--- src/rtl/traffic_ctrl_multi.sv ---
// Multi-phase traffic-light controller: tick timer, demand-driven
// round-robin phase selection, all-red clearance and flash mode.
module traffic_ctrl_multi #(
  parameter int PHASES   = 2,
  parameter int CNT_W    = 8,
  parameter int GREEN_T  = 25,
  parameter int YELLOW_T = 5,
  parameter int CLEAR_T  = 1,
  parameter bit ACT_LOW  = 1'b1,
  parameter int PW = (PHASES < 2) ? 1 : $clog2(PHASES)
) (
  input  logic              clk,
  input  logic              rst,
  input  logic              tick_i,
  input  logic [PHASES-1:0] req_i,
  input  logic              flash_mode_i,
  output logic [PHASES-1:0] red_o,
  output logic [PHASES-1:0] yellow_o,
  output logic [PHASES-1:0] green_o,
  output logic [PW-1:0]     phase_o,
  output logic              flashing_o
);

  typedef enum logic [1:0] {
    ST_CLEAR,
    ST_GREEN,
    ST_YELLOW,
    ST_FLASH
  } state_e;

  localparam logic [PHASES-1:0] POL = {PHASES{ACT_LOW}};

  state_e            state_q, state_d;
  logic [PW-1:0]     p_q, p_d;
  logic [CNT_W-1:0]  cnt_q, cnt_d;
  logic [PHASES-1:0] dem_q, dem_d;
  logic              fon_q, fon_d;

  logic [PHASES-1:0] red_q, red_d;
  logic [PHASES-1:0] yel_q, yel_d;
  logic [PHASES-1:0] grn_q, grn_d;
  logic              flash_q;

  logic [CNT_W-1:0]  dur;
  logic              expire;
  logic [PW-1:0]     nxt_p;
  logic [PHASES-1:0] grn_mask;
  logic [PHASES-1:0] lamp_sel;

  // First demanded phase after cur (cur itself last); cur+1 if none.
  function automatic logic [PW-1:0] pick_next(
    input logic [PW-1:0]     cur,
    input logic [PHASES-1:0] d
  );
    logic [PHASES-1:0] rot;
    logic [PW:0]       s;
    int                sel;
    rot = PHASES'({d, d} >> ({1'b0, cur} + (PW+1)'(1)));
    sel = 0;
    for (int k = PHASES - 1; k >= 0; k--) begin
      if (rot[k]) sel = k;
    end
    s = {1'b0, cur} + (PW+1)'(1) + (PW+1)'(sel);
    if (s >= (PW+1)'(PHASES)) s = s - (PW+1)'(PHASES);
    return s[PW-1:0];
  endfunction

  always_comb begin
    unique case (state_q)
      ST_GREEN:  dur = CNT_W'(GREEN_T);
      ST_YELLOW: dur = CNT_W'(YELLOW_T);
      ST_CLEAR:  dur = CNT_W'(CLEAR_T);
      ST_FLASH:  dur = CNT_W'(CLEAR_T);
    endcase
  end

  assign expire   = tick_i && (cnt_q == dur - CNT_W'(1));
  assign nxt_p    = pick_next(p_q, dem_q);
  assign grn_mask = (state_q == ST_GREEN) ? (PHASES'(1) << p_q) : '0;

  always_ff @(posedge clk or posedge rst) begin
    if (rst) begin
      state_q <= ST_CLEAR;
      p_q     <= PW'(PHASES - 1);
      cnt_q   <= '0;
      dem_q   <= '0;
      fon_q   <= 1'b0;
    end else begin
      state_q <= state_d;
      p_q     <= p_d;
      cnt_q   <= cnt_d;
      dem_q   <= dem_d;
      fon_q   <= fon_d;
    end
  end

  always_comb begin
    state_d = state_q;
    p_d     = p_q;
    cnt_d   = cnt_q;
    fon_d   = fon_q;
    dem_d   = dem_q | (req_i & ~grn_mask);
    if (tick_i) cnt_d = expire ? '0 : cnt_q + CNT_W'(1);
    unique case (state_q)
      ST_CLEAR: begin
        if (expire) begin
          if (flash_mode_i) begin
            state_d = ST_FLASH;
            fon_d   = 1'b1;
          end else begin
            state_d = ST_GREEN;
            p_d     = nxt_p;
            dem_d   = dem_d & ~(PHASES'(1) << nxt_p);
          end
        end
      end
      ST_GREEN: begin
        // Night mode cuts green short without waiting for a tick.
        if (flash_mode_i) begin
          state_d = ST_YELLOW;
          cnt_d   = '0;
        end else if (expire) begin
          state_d = ST_YELLOW;
        end
      end
      ST_YELLOW: begin
        if (expire) state_d = ST_CLEAR;
      end
      ST_FLASH: begin
        cnt_d = '0;
        if (!flash_mode_i) state_d = ST_CLEAR;
        else if (tick_i) fon_d = ~fon_q;
      end
    endcase
  end

  always_comb begin
    lamp_sel = PHASES'(1) << p_d;
    red_d    = '1;
    yel_d    = '0;
    grn_d    = '0;
    unique case (state_d)
      ST_CLEAR: ;
      ST_GREEN: begin
        grn_d = lamp_sel;
        red_d = ~lamp_sel;
      end
      ST_YELLOW: begin
        yel_d = lamp_sel;
        red_d = ~lamp_sel;
      end
      ST_FLASH: begin
        red_d = '0;
        yel_d = {PHASES{fon_d}};
      end
    endcase
  end

  // Lamps decode from next state so pins change on the same edge.
  always_ff @(posedge clk or posedge rst) begin
    if (rst) begin
      red_q   <= ~POL;
      yel_q   <= POL;
      grn_q   <= POL;
      flash_q <= 1'b0;
    end else begin
      red_q   <= red_d ^ POL;
      yel_q   <= yel_d ^ POL;
      grn_q   <= grn_d ^ POL;
      flash_q <= (state_d == ST_FLASH);
    end
  end

  assign red_o      = red_q;
  assign yellow_o   = yel_q;
  assign green_o    = grn_q;
  assign phase_o    = p_q;
  assign flashing_o = flash_q;

endmodule

--- config.mk ---
export PLATFORM = sky130hd
export DESIGN_NAME = traffic_ctrl_multi
export DESIGN_NICKNAME = d
export VERILOG_FILES = /design/src/rtl/traffic_ctrl_multi.sv
export SDC_FILE = /design/constraint.sdc
export NUM_CORES = 1
export LEC_CHECK = 0
export CAP_MARGIN = 25
export CORE_UTILIZATION = 35
export DETAILED_ROUTE_END_ITERATION = 8
export GPL_ROUTABILITY_DRIVEN = 0
export PLACE_DENSITY_LB_ADDON = 0.3
export SYNTH_ARGS = -nofsm -noshare
export SYNTH_HDL_FRONTEND = slang
export SYNTH_SLANG_ARGS = --single-unit
export TNS_END_PERCENT = 100
--- constraint.sdc ---
create_clock -name clk -period 8.2 [get_ports clk]
set_input_delay 1.64 -clock clk [delete_from_list [all_inputs] [get_ports clk]]
set_output_delay 1.64 -clock clk [all_outputs]
set_load 0.01 [all_outputs]
; Yosys cells after proc, flatten, opt, wreduce, memory -nomap -nowiden
; Cells that the tools add are included.
; W data, S select, Z words.
[word_totals]
mem_bits_rw = 0
mem_bits_ro = 0
memories = 0
out_inout_bits = 8
latch_bits = 0
in_bits = 6
ff_bits = 21
wordCells = 70
[classes]
shifts = 4
bitwise_logic = 10
magnitude_cmp = 1
n_reduce_logical = 4
n_eq_ne = 7
add_sub_neg = 5
div = 0
multipliers = 0
muxes = 30
[op_table]
columns = cell, n
row1 = $mux W2, 12
row2 = $mux W8, 3
row3 = $pmux W8 S3, 1
row4 = $pmux W8 S2, 1
row5 = $not A2 Y2, 6
row6 = $mux W1, 9
row7 = $add A8 B1 Y8 const B, 1
row8 = $eq A2 B2 Y1 const B, 4
row9 = $eq A8 B8 Y1, 1
row10 = $pmux W2 S2, 2
row11 = $pmux W2 S4, 1
row12 = $sub A8 B1 Y8 const B, 1
row13 = $shl A1 B1 Y2 const A, 3
row14 = $and A2 B2 Y2, 2
row15 = $eq A2 B1 Y1 const B, 2
row16 = $reduce_or A2 Y1, 2
row17 = $shr A4 B2 Y2, 1
row18 = $add A1 B1 Y2 const B, 1
row19 = $add A2 B2 Y2, 1
row20 = $ge A2 B2 Y1 const B, 1
row21 = $logic_not A2 Y1, 1
row22 = $or A2 B2 Y2, 1
row23 = $pmux W1 S2, 1
row24 = $logic_and A1 B1 Y1, 1
row25 = 2 further kinds, 2

; Depth between registers and ports, before layout
; Gate-level depths: netlist of run 1.
[logic_depth]
word_depth = 14
ltp_mapped = 10
ltp_nobuf = 10

; Worst setup path after synthesis of run 1
; OpenSTA, ideal clock, no wires.
[synth_path]
path_kind = input to register
from = in tick_i
to = reg red_q[0], in the netlist red_o[0]
cell_stages = 8
path_buffers = 1
arrival_ps = 3545
slack_ps = 4519
setup_ps = 136
required_time_ps = 8064
cell_sequence = buf_6 or4b_4 a211o_2 o21ai_0 inv_1 ha_1 nor2_1 a21oi_1
[synth_between]
elab_chain_len = 8
word_cells_on_any_way = 16
cone_classes = eq/ne (3) / shift (1) / mux (8) / bitwise (2) / reduce/logical (2)
[synth_rtl]
columns = element, line
row1 = "start, declared", 14  ; input logic tick_i,
row2 = $logic_and A1 B1 Y1 (*), 77  ; assign expire = tick_i && (cnt_q == dur - CNT_W'(1));
row3 = $mux W2, 122  ; end else if (expire) begin
row4 = $mux W2, 119  ; if (flash_mode_i) begin
row5 = $pmux W2 S4 (*), 104  ; unique case (state_q)
row6 = net state_d[1], 33  ; state_e state_q, state_d;
row7 = $eq A2 B1 Y1 or $eq A2 B2 Y1 (tied branches), 142  ; unique case (state_d)
row8 = $reduce_or A2 Y1 (no line), --
row9 = $pmux W2 S2 (*), 142
row10 = $not A2 Y2 (no line) (*), --
row11 = "end signal, assigned", 162  ; red_q <= ~POL;
row12 = "end signal, assigned", 167  ; red_q <= red_d ^ POL;
row13 = "end, declared", 39  ; logic [PHASES-1:0] red_q, red_d;
; Mark *: on every way through the listed nets, which the timed path passes. The rest lies on a longest branch.

; Worst setup path after layout of run 1
; Ends and elaborated chain as after synthesis.

==> results of run 1 <==
[placed cells by master (no fill, tap or decap), drive strengths merged, types with 2 or more instances in the layout]
cell            n
dfstp           5
xnor2           2
dfrtp          16
nand2b          2
nor3            2
nand2          13
mux2i           2
inv            11
o21a            2
nand4           4
a21o            2
and2            2
clkdlybuf4s50  13
clkbuf          3
nor2           12
o21ai           6
or4b            2
xor2            5
ha              9
a21oi           7
[logic make-up (layout without fill, tap and decap cells)]
family          Yosys count  in the layout
compound gates           23             23
xor+xnor                  7              7
fa+ha+maj                10             10
buf+inv                  12             28
flops                    21             21
mux                       2              2
simple gates             40             40
[routing by layer]
metal	global-route usage	wire, µm
met1	0.169	988
met2	0.256	1070
met3	0.0519	86
met4	0.0299	11
met5	0	0
[stage by stage]
step	instances	util	hold WS [ns]	area [µm²]	power, mW
after floorplan	115	-	0.462	1180	0.351
after global placement	171	0.433	0.483	1350	0.423
after detailed placement	171	0.433	0.515	1350	0.431
after CTS	175	0.442	0.543	1380	0.484
after global routing	175	0.442	0.576	1380	0.525
final	175	0.442	0.527	1380	0.477
[sequential cells by signal, indices dropped and copies added, names as in the netlist]
register / flops
cnt_q: 8
dem_q: 2
flashing_o: 1
fon_q: 1
green_o: 2
phase_o: 1
red_o: 2
state_q: 2
yellow_o: 2
[worst max-delay path by stage]
stage,from,to,slack (ns)
floorplan,tick_i,red_o[0],4.52
global placement,tick_i,red_o[0],3.79
detailed placement,tick_i,red_o[0],3.66
CTS,tick_i,red_o[0],4.00
global route,tick_i,red_o[0],3.83
finish,tick_i,red_o[0],4.00
[critical path, cell delays in order]
cell and delay (ns):
clkdlybuf4s50_1 0.68, or4b_4 0.54, a211o_2 0.42, o21ai_0 0.42, inv_1 0.15, ha_1 0.33
nor2_1 0.13, a21oi_1 0.06
[cell type report]
class                      count  share of cell area
sequential                    21               0.385
inverter                      11              0.0299
clock buffer                   3              0.0163
clock inverter                 1             0.00362
timing repair buffer          13              0.0942
multi-input combinational     82               0.431
tap                           44              0.0399
[power groups by stage]
| stage | Clock [mW] | Sequential [mW] | Combinational, mW |
|---|---|---|---|
| after floorplan | 0 | 0.176 | 0.175 |
| after global placement | 0 | 0.170 | 0.253 |
| after detailed placement | 0 | 0.170 | 0.260 |
| after CTS | 0.0533 | 0.168 | 0.263 |
| after global routing | 0.0581 | 0.174 | 0.293 |
| final | 0.0506 | 0.168 | 0.259 |
==> metrics.cfg, run 1 <==
[outcome]
status = complete, no violations

[floorplanning]
initial_core_util = 0.377
core_area_um2 = 3130
die_width_um = 60.1
ioPinCount = 14
std_cell_rows = 20
die_height_um = 60.1
dieArea_um2 = 3610

[clock_tree]
cts_tree = built
clk_latency_ns = 0.30
clkSinkCount = 21
ctsRootBufferMaster = clkbuf_4
h-tree-depth = 1
cts_resized = 0
cts_hold_buf = 0
post-cts-setup-buffers = 0
clk_pin_slew_ns = 0.12
clockBufferDepth = 2
cts_made_buffers = 3

[critical_path]
reg2reg_to = red_o[0]
arrival_ns = 4.38
cp.required_ns = 8.38
r2r_slack_ns = 5.19
critPathKind = in -> reg
critPathLaunchType = input port
r2r_start = state_q[1]
cp-end-kind = register
critPathMaxFanout = 10
rr_worst_depth = 9

[power]
pwr-share-clk = 0.106
intPower_mw = 0.278
p_leak_nw = 0.618
seqPwrFrac = 0.351
powerDensity_nw_per_um2 = 346
pwr-share-comb = 0.543
switching_power_mw = 0.199
max-vdd-ir-drop_v = 0.000233
switching_share = 0.417

[synth]
ys_ff_latch = 21
synth_edf_count = 0
synth_common_cells = 16 x dfrtp_1, 13 x nand2_1, 12 x nor2_1
syn_avg_cell_area_um2 = 10.3
yosys.area.top_type = dfrtp_1
synth_top_family_by_area = simple AND/OR/NAND/NOR gates
yosys_warnings = 0
ys_async_sr_fraction = 1.00
synthAdderAreaFrac = 0.104
netlist_instances = 115
yosysTopAreaCellShare = 0.339
synth_most_common_cell = dfrtp_1
muxShareOfSynthArea = 0.0170
ys.flop_type = dfrtp_1
netlist-cell-type-count = 32
synth-seq-area-share = 0.451
synthTopCellsByArea = dfrtp_1 34%, dfstp_2 11%, ha_1 9.5%
synthXorXnorAreaFrac = 0.0520
syn-cell-area_um2 = 1180
synth_nets = 130
synth_compound_area_frac = 0.154
yosys.area_share.simple = 0.178

[grt]
grt_pass1_vias = 858
grt_max_degree = 22
antenna_found_initial = 0
track_usage = 0.145
grt_remaining_overflow = 0
grt_pass1_wl_um = 3860

[layout]
seq_area_um2 = 532
layout-drive-gt1-share = 0.115
antenna_cells = 0
num-fill-cells = 319
nets = 147
areaGrowthSynthToFinish_pct = 17.1
multi_input_area_um2 = 596

[routing]
drtPass1Iterations = 4
drt_iter0_drc = 48
drt_wl_total_um = 2150
drc = 0
wl_per_cell_um = 12.3
ant_nets = 0
vias = 849
drt-vias-per-instance = 4.85

[min_path]
min_to = dem_q[1]
hp-class = reg -> reg
holdCritStartpoint = dem_q[1]
whs_path_depth = 2

[sta]
fmax_mhz = 238
setup_tns_ns = 0
finalSetupViolCount = 0
slew_headroom = 0.481
post-route-period-util = 0.512
tightest_slew_ns = 0.778
setup_ws_ns = 4.00
finalHoldViolCount = 0
timing.final.crit_period_ns = 4.20
grt_setup_unrepaired = no
slew_violations = 0
fin_skew_ns = 0.00217

[placement]
port_buffers = 13
dp_slack_ns = 3.66
hpwlAfterDp_um = 1630

[job]
cap_violations = 0

Power figures use the tool's default switching activity.
==> inputs of run 2 (changes only) <==
==> constraint.sdc (replaced) <==
create_clock -name clk -period 4.1 [get_ports clk]
set_input_delay 0.82 -clock clk [delete_from_list [all_inputs] [get_ports clk]]
set_output_delay 0.82 -clock clk [all_outputs]
set_load 0.01 [all_outputs]
==> metrics.cfg, run 2 (synthesis results as in run 1) <==
[power]
p_total_mw = 0.952  ; +99%
max-vdd-ir-drop_v = 0.000377  ; +62%
powerDensity_nw_per_um2 = 685  ; +98%
p_leak_nw = 0.622  ; +0.78%

[sta]
post-route-period-util = 0.764
timing.final.crit_period_ns = 3.13
finalSetupViolCount = 0  ; unchanged
grt_setup_unrepaired = no
slew_violations = 0  ; unchanged
setup_tns_ns = 0  ; unchanged
fmax_mhz = 319
tightest_slew_ns = 0.786  ; +0.00796 ns
slew_headroom = 0.476  ; -0.00531
fin_skew_ns = 0.00592  ; +0.00376 ns
finalHoldViolCount = 0  ; unchanged
hold_ws_ns = 0.550  ; +0.0224 ns

[min_path]
hp-class = reg -> reg

[routing]
vias = 858  ; +1.1%
drt_wl_total_um = 2190  ; +1.5%
drtPass1Iterations = 4  ; unchanged
drt-vias-per-instance = 4.88  ; +0.49%
drc = 0  ; unchanged
drt_iter0_drc = 36  ; -25%
wl_per_cell_um = 12.4  ; +0.91%
ant_nets = 0  ; unchanged

[placement]
hpwlAfterDp_um = 1660  ; +1.6%
port_buffers = 13  ; unchanged

[clock_tree]
clk_latency_ns = 0.30  ; about the same
clockBufferDepth = 2  ; unchanged
post-cts-setup-buffers = 0  ; unchanged
cts_made_buffers = 3  ; unchanged
ctsRootBufferMaster = clkbuf_4
cts_tree = built
h-tree-depth = 1  ; unchanged
clk_pin_slew_ns = 0.12  ; about the same
cts_resized = 0  ; unchanged
clkSinkCount = 21  ; unchanged
cts_hold_buf = 0  ; unchanged

[critical_path]
cp.required_ns = 4.27  ; -4.11 ns
critPathMaxFanout = 7  ; -3
critPathLaunchType = input port
slowest_stage = or4b_4
cp_cell_sequence = clkdlybuf4s50_1 -> or4b_4 -> a211o_2 -> o21ai_0 -> inv_1 -> ha_1 -> nor2_1 -> a21oi_1
r2r_slack_ns = 1.07  ; -4.12 ns
cp-end-kind = register
critPathKind = in -> reg
arrival_ns = 3.30  ; -1.08 ns
cpPeakStageDelay_ns = 0.49  ; -0.19 ns

[floorplanning]
die_height_um = 60.1  ; unchanged
die_width_um = 60.1  ; unchanged
core_area_um2 = 3130  ; unchanged
dieArea_um2 = 3610  ; unchanged
initial_core_util = 0.377  ; unchanged
ioPinCount = 14  ; unchanged
std_cell_rows = 20  ; unchanged

[layout]
num-fill-cells = 314  ; -1.6%
layout_commonest_cell = dfrtp_1
antenna_cells = 0  ; unchanged
nets = 148  ; +0.68%
regMostFlops = cnt_q
layout-drive-gt1-share = 0.121  ; +0.00671
largest_register_ffs = 8  ; unchanged
areaGrowthSynthToFinish_pct = 17.7
layout_common_cells = 16 x dfrtp_1, 13 x nand2_1, 13 x clkdlybuf4s50_1, 12 x nor2_1, 11 x inv_1

[grt]
antenna_found_initial = 0  ; unchanged
grt_pass1_wl_um = 3750  ; -2.9%
grt_max_degree = 22  ; unchanged
track_usage = 0.142  ; -0.00306
grt_remaining_overflow = 0  ; unchanged
grt_pass1_vias = 868  ; +1.2%

[job]
cap_violations = 0  ; unchanged

[outcome]
status = complete, no violations

==> run 2: area by class of cell <==
type                            instances  area, µm²  share of cell area
Clock buffer                            3       22.5              0.0162
Sequential cell                        21        532               0.383
Timing Repair Buffer                   14        138              0.0991
Inverter                               11       41.3              0.0297
Tap cell                               44       55.1              0.0396
Clock inverter                          1       5.00             0.00360
Multi-Input combinational cell         82        596               0.429
==> run 2: final timing paths <==
kind | endpoint | start | cells past startpoint
setup / recovery | red_o[0] | tick_i | 8
hold / removal | dem_q[1] | dem_q[1] | 2
setup reg to reg | red_o[0] | state_q[1] | 9
hold reg to reg | dem_q[1] | dem_q[1] | 2
max in group asynchronous | state_q[1] | rst | 2
min in group asynchronous | cnt_q[5] | rst | 2
==> run 2: critical path: cells and delay by family <==
kind | cells | cell delay, ns
compound gates | 3 | 0.90
fa+ha+maj | 1 | 0.33
buf+inv | 2 | 0.62
simple gates | 2 | 0.63
==> run 2: report_power, final <==
group	total (mW)	leakage [nW]	switching, mW	internal [mW]
Sequential	0.337	0.257	0.0454	0.291
Combinational	0.517	0.348	0.287	0.230
Clock	0.0978	0.0177	0.0615	0.0363
Total	0.952	0.622	0.394	0.558
==> run 2: layer usage <==
layer  global-route usage  wire (µm)  vias to the layer above
li1                     -          -                      426
met1                0.171        972                      422
met2                0.249       1140                        8
met3               0.0498         59                        2
met4               0.0199         13                        0
met5                    0          0                        -
==> run 2: stage by stage <==
step | area (µm²) | std cells | utilization | setup slack, ns
floorplan | 1180 | 115 | - | 1.24
global placement | 1360 | 172 | 0.435 | 0.744
detailed placement | 1360 | 172 | 0.435 | 0.621
CTS | 1390 | 176 | 0.444 | 0.941
global route | 1390 | 176 | 0.444 | 0.770
finish | 1390 | 176 | 0.444 | 0.967
